**config.mk**
```make
export PLATFORM = sky130hd
export DESIGN_NAME = sseg_scroller
export DESIGN_NICKNAME = d
export VERILOG_FILES = /design/src/rtl/sseg_scroller.sv
export SDC_FILE = /design/constraint.sdc
export NUM_CORES = 1
export LEC_CHECK = 0
export CAP_MARGIN = 10
export CORE_UTILIZATION = 45
export CTS_CLUSTER_DIAMETER = 150
export DETAILED_ROUTE_END_ITERATION = 6
export SKIP_CTS_REPAIR_TIMING = 1
export SLEW_MARGIN = 20
export SYNTH_ARGS = -nofsm -noshare
export SYNTH_HDL_FRONTEND = slang
export SYNTH_SLANG_ARGS = --single-unit
```
**constraint.sdc**
```tcl
create_clock -name clk -period 6.9 [get_ports clk]
set_clock_uncertainty 0.15 [all_clocks]
set_input_delay 1.38 -clock clk [delete_from_list [all_inputs] [get_ports clk]]
set_output_delay 1.38 -clock clk [all_outputs]
set_load 0.005 [all_outputs]
```
**src/rtl/sseg_scroller.sv**
```systemverilog
// Scrolling message source for a 4-digit 7-segment display: buffered character writes,
// prescaled right-to-left scroll. Optional inter-repetition gap via SSEG_SCROLL_GAP_EN.
module sseg_scroller #(
  parameter int DEPTH    = 16,
  parameter int TICK_DIV = 25000000
) (
  input  logic                   clk,
  input  logic                   resetn,
  input  logic                   wr_valid,
  input  logic [4:0]             wr_char,
  output logic                   wr_ready,
  input  logic                   clear,
  input  logic                   run,
  output logic [$clog2(DEPTH):0] msg_len,
  output logic [7:0]             dig_3,
  output logic [7:0]             dig_2,
  output logic [7:0]             dig_1,
  output logic [7:0]             dig_0
);

  localparam int AW = $clog2(DEPTH);
  localparam int LW = AW + 1;
  localparam int EW = $clog2(DEPTH + 8);   // holds len_eff and pos+3 without overflow
  localparam int PW = $clog2(TICK_DIV);

  logic [4:0]    msg_buf [DEPTH];
  logic [LW-1:0] len;
  logic [EW-1:0] pos;
  logic [EW-1:0] len_eff;
  logic [PW-1:0] presc;
  logic          alive;
  logic          tick;
  logic [EW-1:0] idx      [4];
  logic [7:0]    win_seg  [4];

  function automatic logic [7:0] seg_of(input logic [4:0] c);
    case (c)
      5'h00: seg_of = 8'hC0;  5'h01: seg_of = 8'hF9;
      5'h02: seg_of = 8'hA4;  5'h03: seg_of = 8'hB0;
      5'h04: seg_of = 8'h99;  5'h05: seg_of = 8'h92;
      5'h06: seg_of = 8'h82;  5'h07: seg_of = 8'hF8;
      5'h08: seg_of = 8'h80;  5'h09: seg_of = 8'h90;
      5'h0A: seg_of = 8'h88;  5'h0B: seg_of = 8'h83;
      5'h0C: seg_of = 8'hC6;  5'h0D: seg_of = 8'hA1;
      5'h0E: seg_of = 8'h86;  5'h0F: seg_of = 8'h8E;
      5'h11: seg_of = 8'hBF;
      default: seg_of = 8'hFF;
    endcase
  endfunction

`ifdef SSEG_SCROLL_GAP_EN
  assign len_eff = (len != '0) ? EW'(len) + EW'(4) : '0;
`else
  assign len_eff = EW'(len);
`endif

  // alive keeps wr_ready low until the first edge that samples resetn high
  assign wr_ready = alive && (len < LW'(DEPTH)) && !clear;
  assign msg_len  = len;
  assign tick     = run && (presc == PW'(TICK_DIV - 1));

  // Static messages never wrap: unused right-hand digits are blank, not repeats.
  always_comb begin
    for (int k = 0; k < 4; k++) begin
      idx[k] = pos + EW'(k);
      if ((len_eff > EW'(4)) && (idx[k] >= len_eff))
        idx[k] = idx[k] - len_eff;
      if (idx[k] < EW'(len))
        win_seg[k] = seg_of(msg_buf[idx[k][AW-1:0]]);
      else
        win_seg[k] = 8'hFF;
    end
  end

  // NOTE: the message buffer has no reset; len gates every read, so stale entries are never shown.
  always_ff @(posedge clk) begin
    if (wr_valid && wr_ready)
      msg_buf[len[AW-1:0]] <= wr_char;
  end

  always_ff @(posedge clk) begin
    if (!resetn) begin
      alive <= 1'b0;
      len   <= '0;
      pos   <= '0;
      presc <= '0;
      dig_3 <= 8'hFF;
      dig_2 <= 8'hFF;
      dig_1 <= 8'hFF;
      dig_0 <= 8'hFF;
    end else begin
      alive <= 1'b1;
      dig_3 <= win_seg[0];
      dig_2 <= win_seg[1];
      dig_1 <= win_seg[2];
      dig_0 <= win_seg[3];
      if (clear) begin
        len   <= '0;
        pos   <= '0;
        presc <= '0;
      end else begin
        if (wr_valid && wr_ready)
          len <= len + LW'(1);
        if (run)
          presc <= tick ? '0 : presc + PW'(1);
        if (len_eff <= EW'(4))
          pos <= '0;
        else if (tick)
          pos <= (pos >= len_eff - EW'(1)) ? '0 : pos + EW'(1);
      end
    end
  end

endmodule
```
* Word-level counts from Yosys, hierarchy flattened
Memories as Yosys holds them, arrays and structs flattened. A register that Yosys moved wholly into a read port is not among the register bits. Cells that the tools add are included.
Operators by class: multiplexer cells 9, equal/unequal tests 1, add/subtract/negate cells 10, bitwise gates (word level) 1, reduce and logical (&&, ||, !) cells 19, order comparisons 12
Operator list (number):
- adder 25 x 1 -> 25 bit, second input constant | 1
- equality test 25 bit, second input constant | 1
- greater-or-equal comparator 5 bit | 5
- 2-to-1 mux 25 bit | 1
- 2-to-1 mux 5 bit | 5
- < comparator 5 bit | 4
- subtractor 5 bit | 4
- adder 5 x 1 -> 5 bit, second input constant | 2
- adder 5 x 2 -> 5 bit, second input constant | 2
- logical AND 1 bit | 8
- AND reduction 2 bit | 4
- greater-than comparator 5 x 3 -> 1 bit, second input constant | 1
- less-or-equal comparator 5 x 3 -> 1 bit, second input constant | 1
- zero test 1 bit | 5
- < comparator 5 bit, second input constant | 1
- subtractor 5 x 1 -> 5 bit, second input constant | 1
- 2-to-1 mux 1 bit | 3
- OR reduction 3 bit | 1
- OR reduction 2 bit | 1
- inverter 1 bit | 1
Word-level totals: output and inout port bits 38, flip-flop bits (word level) 68, input port bits 10, memories 5, logic and storage cells 65, memory bits (read-only) 896, RAM bits 80
Memories:
- (no name shown) | depth 32, bits a word 7, rd ports 1, clocked after memory_dff 1, write ports 0, RTL line 37 | case (c)
- (no name shown) | depth 32, bits a word 7, rd ports 1, clocked after memory_dff 1, write ports 0, RTL line 37
- (no name shown) | depth 32, bits a word 7, rd ports 1, clocked after memory_dff 1, write ports 0, RTL line 37
- (no name shown) | depth 32, bits a word 7, rd ports 1, clocked after memory_dff 1, write ports 0, RTL line 37
- msg_buf | depth 16, bits a word 5, rd ports 4, clocked after memory_dff 0, write ports 1, RTL line 26 | logic [4:0] msg_buf [DEPTH];

* Longest topological paths before layout
depth after elaboration 7, depth in mapped cells 23, mapped depth without buffers 19

* Least setup slack after synthesis
No wires, ideal clock.
path kind register to register, start register pos[0], end register dig_0[6], arrival time 4.840 ns, required time 6.626 ns, stages on the path, launching flop included 22, library setup time 0.124 ns, period minus slack after synthesis 5.114 ns, slack 1.786 ns, buffers on the path 4, cell sequence dfxtp_1 buf_2 clkinv_1 clkbuf_1 buf_1 ha_1 inv_1 ha_1 nor4_1 o21ai_2 nand3_4 mux2i_4 buf_4 mux2i_1 mux2i_1 mux2_2 mux2i_1 inv_1 ha_1 mux2i_1 nor3b_1 a2111o_1
Between the ends: word-level cells in the longest chain between the ends 7, elaborated cells between the ends (all ways) 9, classes of those cells add/sub (2); order compare (2); mux (1); reduce/logical (3); memory (1)
RTL lines:
- start: declaration | RTL line 28 | logic [EW-1:0] pos;
- start signal: assignment | RTL line 109 | pos <= (pos >= len_eff - EW'(1)) ? '0 : pos + EW'(1);
- adder 5 x 2 -> 5 bit * | RTL line 65 | idx[k] = pos + EW'(k);
- greater-or-equal comparator 5 bit | RTL line 66 | if ((len_eff > EW'(4)) && (idx[k] >= len_eff))
- logical AND 1 bit | RTL line 66
- 2-to-1 mux 5 bit * | RTL line 66
- < comparator 5 bit | RTL line 68 | if (idx[k] < EW'(len))
- AND reduction 2 bit (no source line)
- zero test 1 bit (no source line)
- end: declaration | RTL line 18 | output logic [7:0] dig_0
Mark *: on every way between the ends. The rest lies on a longest branch, timed or not. A chain may end at the register's enable or synchronous reset.

* Worst setup path in the final report
start register pos[1], end register dig_0[6]
The elaborated chain is that of the path after synthesis.

==> metrics list <==
- Cells after Synth: 1,234
* Die Footprint: 0.0256 mm^2
* Number of ports placed on the die boundary: 48
- Design internal power: 1490 uW
- The share of synthesized area in the top cell type comes to 0.214.
- Combinational power share: 0.024
* WHS Endpoint: presc[24]$_SDFFE_PP0P_
- Part of the Yosys area used for sequential elements: 0.328
- Measured against its own limit, the worst slew margin works out to 0.226.
- In the final layout, the share of cells above drive strength 1 is 0.0957.
- Clock latency reported for the late side of the worst-skew pair: 0.43 ns
- Top FF cell, synth: edfxtp_1
- Startpoint of the worst-slack reg-to-reg timing path: pos[1]$_SDFFE_PP0P_
- Number of global-route vias before repair: 8,981
* Half-perimeter wire length after detailed placement: 24.7 mm
- The clock passes through at most 2 buffers.
* Die span in x: 160 um
- Based on the critical path, the design can be clocked at up to 169 MHz.
- Clock H-tree levels: 4
- The floorplan has 57 rows.
- After the first detailed-routing iteration, the DRC count stood at 931.
- Delay of the slowest cell on the worst path: 0.96 ns
- After the flow finishes, the layout carries non-filler instances totaling 1,589.
* GR Util All Layers: 0.263
* First-pass GRT wire length: 52.1 mm
* Share of the core filled with cells in the final layout: 0.513
- Share of the clock period used by the worst path after layout: 0.857
- Area leader, netlist: edfxtp_1
- In the routed design, unresolved DRC markers number 0.
- After clock tree synthesis, the clock-pin slew on the worst setup and hold paths is 0.07 ns.
- Data arrival time of the critical path: 6.07 ns
- The worst setup path is captured at a flip-flop.
- Post-detailed-route count of antenna-violating nets: 0
- Worst vdd ir: 105 uV
- # nets final: 1,335
- In the synthesized netlist the async set-or-reset flop fraction comes to 0.
* Register-to-register path setup slack: 0.99 ns
- The cell area that synthesis handed to floorplanning was 0.0112 mm^2.
- For the pin with the worst max-slew slack, the measured transition is 1.15 ns.
* First-pass DRT Iterations: 5
- From bottom edge to top edge, the die measures 160 um.
* Slowest cell on the critical path: mux2i_4
* Clock tree from TritonCTS: yes
- Run status: finished clean
- The analysis attributes to net switching a power of 415 uW.
- Count of final max-slew check failures: 0
* Routed wire length per instance: 21.1 um
- Buffers inserted during clock tree synthesis total 17.
- The layout has 2,265 filler cells.
* Clock Power Share: 0.500
- Entering global routing, the biggest net connects 36 pins.
* Power per cell area: 152 mW/mm^2
- Hold Fails Final Rpt: 0
- Number of enable flip-flop cells after synthesis: 80
* Worst hold path startpoint: presc[24]$_SDFFE_PP0P_
- Initial antenna violation count: 0
- Starting Density: 0.461
* Final weighted congestion of routability-driven global placement: 0.958
* Number of vias per cell: 6.10
- Total Power: 1910 uW
* Critical Path Source Type: flip-flop
* Series of cell instances along the critical path: inv_1 > ha_1 > a21oi_1 > xnor2_1 > ha_1 > nor4_1 > o21ai_2 > buf_4 > nand3_4 > mux2i_4 > mux2i_1 > mux2i_1 > mux2_2 > mux2i_1 > inv_1 > ha_1 > mux2i_1 > nor3b_1 > a2111o_1
- Counting tap cells, the placed design contains a total of 1,558 instances.
- For this run, the number of Yosys warnings is 0.
* Share of power burned in registers: 0.476
- Area of the core region: 0.0244 mm^2
* Min Hold Slack: 0.360 ns
* Unique cell type count in the Yosys netlist: 85
* RSZ-0062 raised after global routing: false
* R2R Path End: dig_0[6]$_SDFF_PN1_
- For this design, the sink count on the clock tree is 144.
* Final-layout setup total negative slack: 0 ns
- Highest net fanout along the worst path: 25
- Max-cap check violation count: 0
- Net Sw Frac: 0.217
- Min Tclk post-route: 5.91 ns
* Average size of a mapped cell: 9.11 um^2
- Cell count of the worst hold path: 2
- Biggest area contributors in the synthesized netlist: edfxtp_1, dfxtp_1, mux2i_1
- The tightest min-delay check is of the reg2reg type.
* Sum of routed wire length over all layers: 33.5 mm
* FF-to-FF path depth: 19
* Total via count in the routed design: 9,696
- Synthesis inferred 144 register bits.
- During placement, the flow inserted port buffers numbering 43.
- Syn-to-layout area delta: 11.4%
- Data required time of the critical path: 7.06 ns
- For this design the static power due to leakage is 0.00481 uW.
- CTS placed an instance of clkbuf_16 at the clock tree root.
* Antenna cell count: 0
- Critical path's most frequent cell: mux2i_1
- Setup violations remaining at the end of the flow were counted as 0.
* Aggregate global routing overflow: 0
- The critical path in this run is classified as reg2reg.
-- cell type report --
| cell class | count | area, um^2 | area share |
|---|---|---|---|
| multi-input cells | 962 | 7000 | 0.559 |
| flip-flops and latches | 144 | 3680 | 0.294 |
| repair buffers | 69 | 626 | 0.0500 |
| clock buffers | 19 | 433 | 0.0346 |
| well taps | 324 | 405 | 0.0324 |
| inverters | 59 | 221 | 0.0177 |
| clock inverters | 12 | 158 | 0.0126 |
-- worst max-delay path by stage --
stage | from | to | slack (ns) | depth (start not counted)
after floorplan | pos[0]$_SDFFE_PP0P_ | dig_0[6]$_SDFF_PN1_ | 1.79 | 21
after global placement | pos[1]$_SDFFE_PP0P_ | dig_0[6]$_SDFF_PN1_ | 1.24 | 19
after detailed placement | pos[1]$_SDFFE_PP0P_ | dig_0[6]$_SDFF_PN1_ | 1.06 | 19
after CTS | pos[1]$_SDFFE_PP0P_ | dig_0[6]$_SDFF_PN1_ | 1.04 | 19
after global routing | pos[1]$_SDFFE_PP0P_ | dig_0[6]$_SDFF_PN1_ | 0.58 | 19
final | pos[1]$_SDFFE_PP0P_ | dig_0[6]$_SDFF_PN1_ | 0.99 | 19
-- layout by cell type (no fill, tap or decap), types with 28 or more instances in the layout --
master / count
ha_1: 68
nand2_1: 196
o21ai_0: 31
nand3_1: 46
edfxtp_1: 80
mux2i_1: 105
dfxtp_1: 64
clkdlybuf4s50_1: 43
o211ai_1: 73
inv_1: 52
nor2_1: 83
xor2_1: 28
-- per-layer routing --
layer / wire, um / global-route usage / up-vias
met4: 790 / 0.0779 / 0
met2: 15100 / 0.415 / 473
met5: 0 / 0 / -
met1: 14800 / 0.365 / 4593
li1: - / - / 4579
met3: 2890 / 0.0478 / 51
-- power groups by stage --
stage	clock, uW	combinational, uW	sequential, uW
after floorplan	0	25.3	926
after global placement	0	44.2	927
after detailed placement	0	44.6	927
after CTS	968	44.8	908
after global routing	1000	49.7	908
final	954	45.1	908
-- flip-flops by register name, indices dropped and copies added, names as in the netlist --
signal / flops
msg_buf: 80
msg_len: 5
dig_1: 7
pos: 5
dig_0: 7
alive: 1
dig_2: 7
presc: 25
dig_3: 7
-- kinds of logic after synthesis --
logic type | count (synthesis) | share of synthesized area
and+or+nand+nor | 420 | 0.170
AOI/OAI and AO/OA | 274 | 0.184
muxes | 145 | 0.146
DFF | 144 | 0.328
buffers and inverters | 131 | 0.0526
adders and majority gates | 72 | 0.0828
xor gates and xnor gates | 47 | 0.0366
other | 1 | 0.000333
-- synthesized netlist by cell type (all sizes together), types with 8 or more instances --
| cell | instances |
|---|---|
| edfxtp | 80 |
| nor3 | 12 |
| o221ai | 10 |
| xnor2 | 19 |
| mux2i | 111 |
| a211oi | 11 |
| o21a | 15 |
| nand3b | 11 |
| buf | 43 |
| nand2 | 196 |
| o211ai | 76 |
| mux2 | 26 |
| nand3 | 47 |
| nor2 | 84 |
| clkbuf | 29 |
| xor2 | 28 |
| o2111ai | 8 |
| nand4 | 12 |
| dfxtp | 64 |
| mux4 | 8 |
| and2 | 9 |
| a311oi | 18 |
| and3 | 13 |
| a21oi | 26 |
| a2111oi | 17 |
| inv | 58 |
| ha | 68 |
| a32oi | 9 |
| nand2b | 12 |
| o21ai | 39 |
-- stage by stage --
| stage | worst slack, ns | area (um^2) |
|---|---|---|
| 2_1_floorplan | 1.79 | 11300 |
| 3_3_place_gp | 1.24 | 11900 |
| 3_5_place_dp | 1.06 | 11900 |
| 4_1_cts | 1.04 | 12500 |
| 5_1_grt | 0.584 | 12500 |
| 6_report | 0.985 | 12500 |
-- worst max-delay path: cells and delay by family (launching register included) --
kind,cells,cell delay [ns]
muxes,6,2.17
and+or+nand+nor,3,0.79
adders and majority gates,3,0.77
buffers and inverters,3,0.64
DFF,1,0.62
AOI/OAI and AO/OA,3,0.55
xor gates and xnor gates,1,0.10
Note: power is estimated with default switching activity, not from simulation.
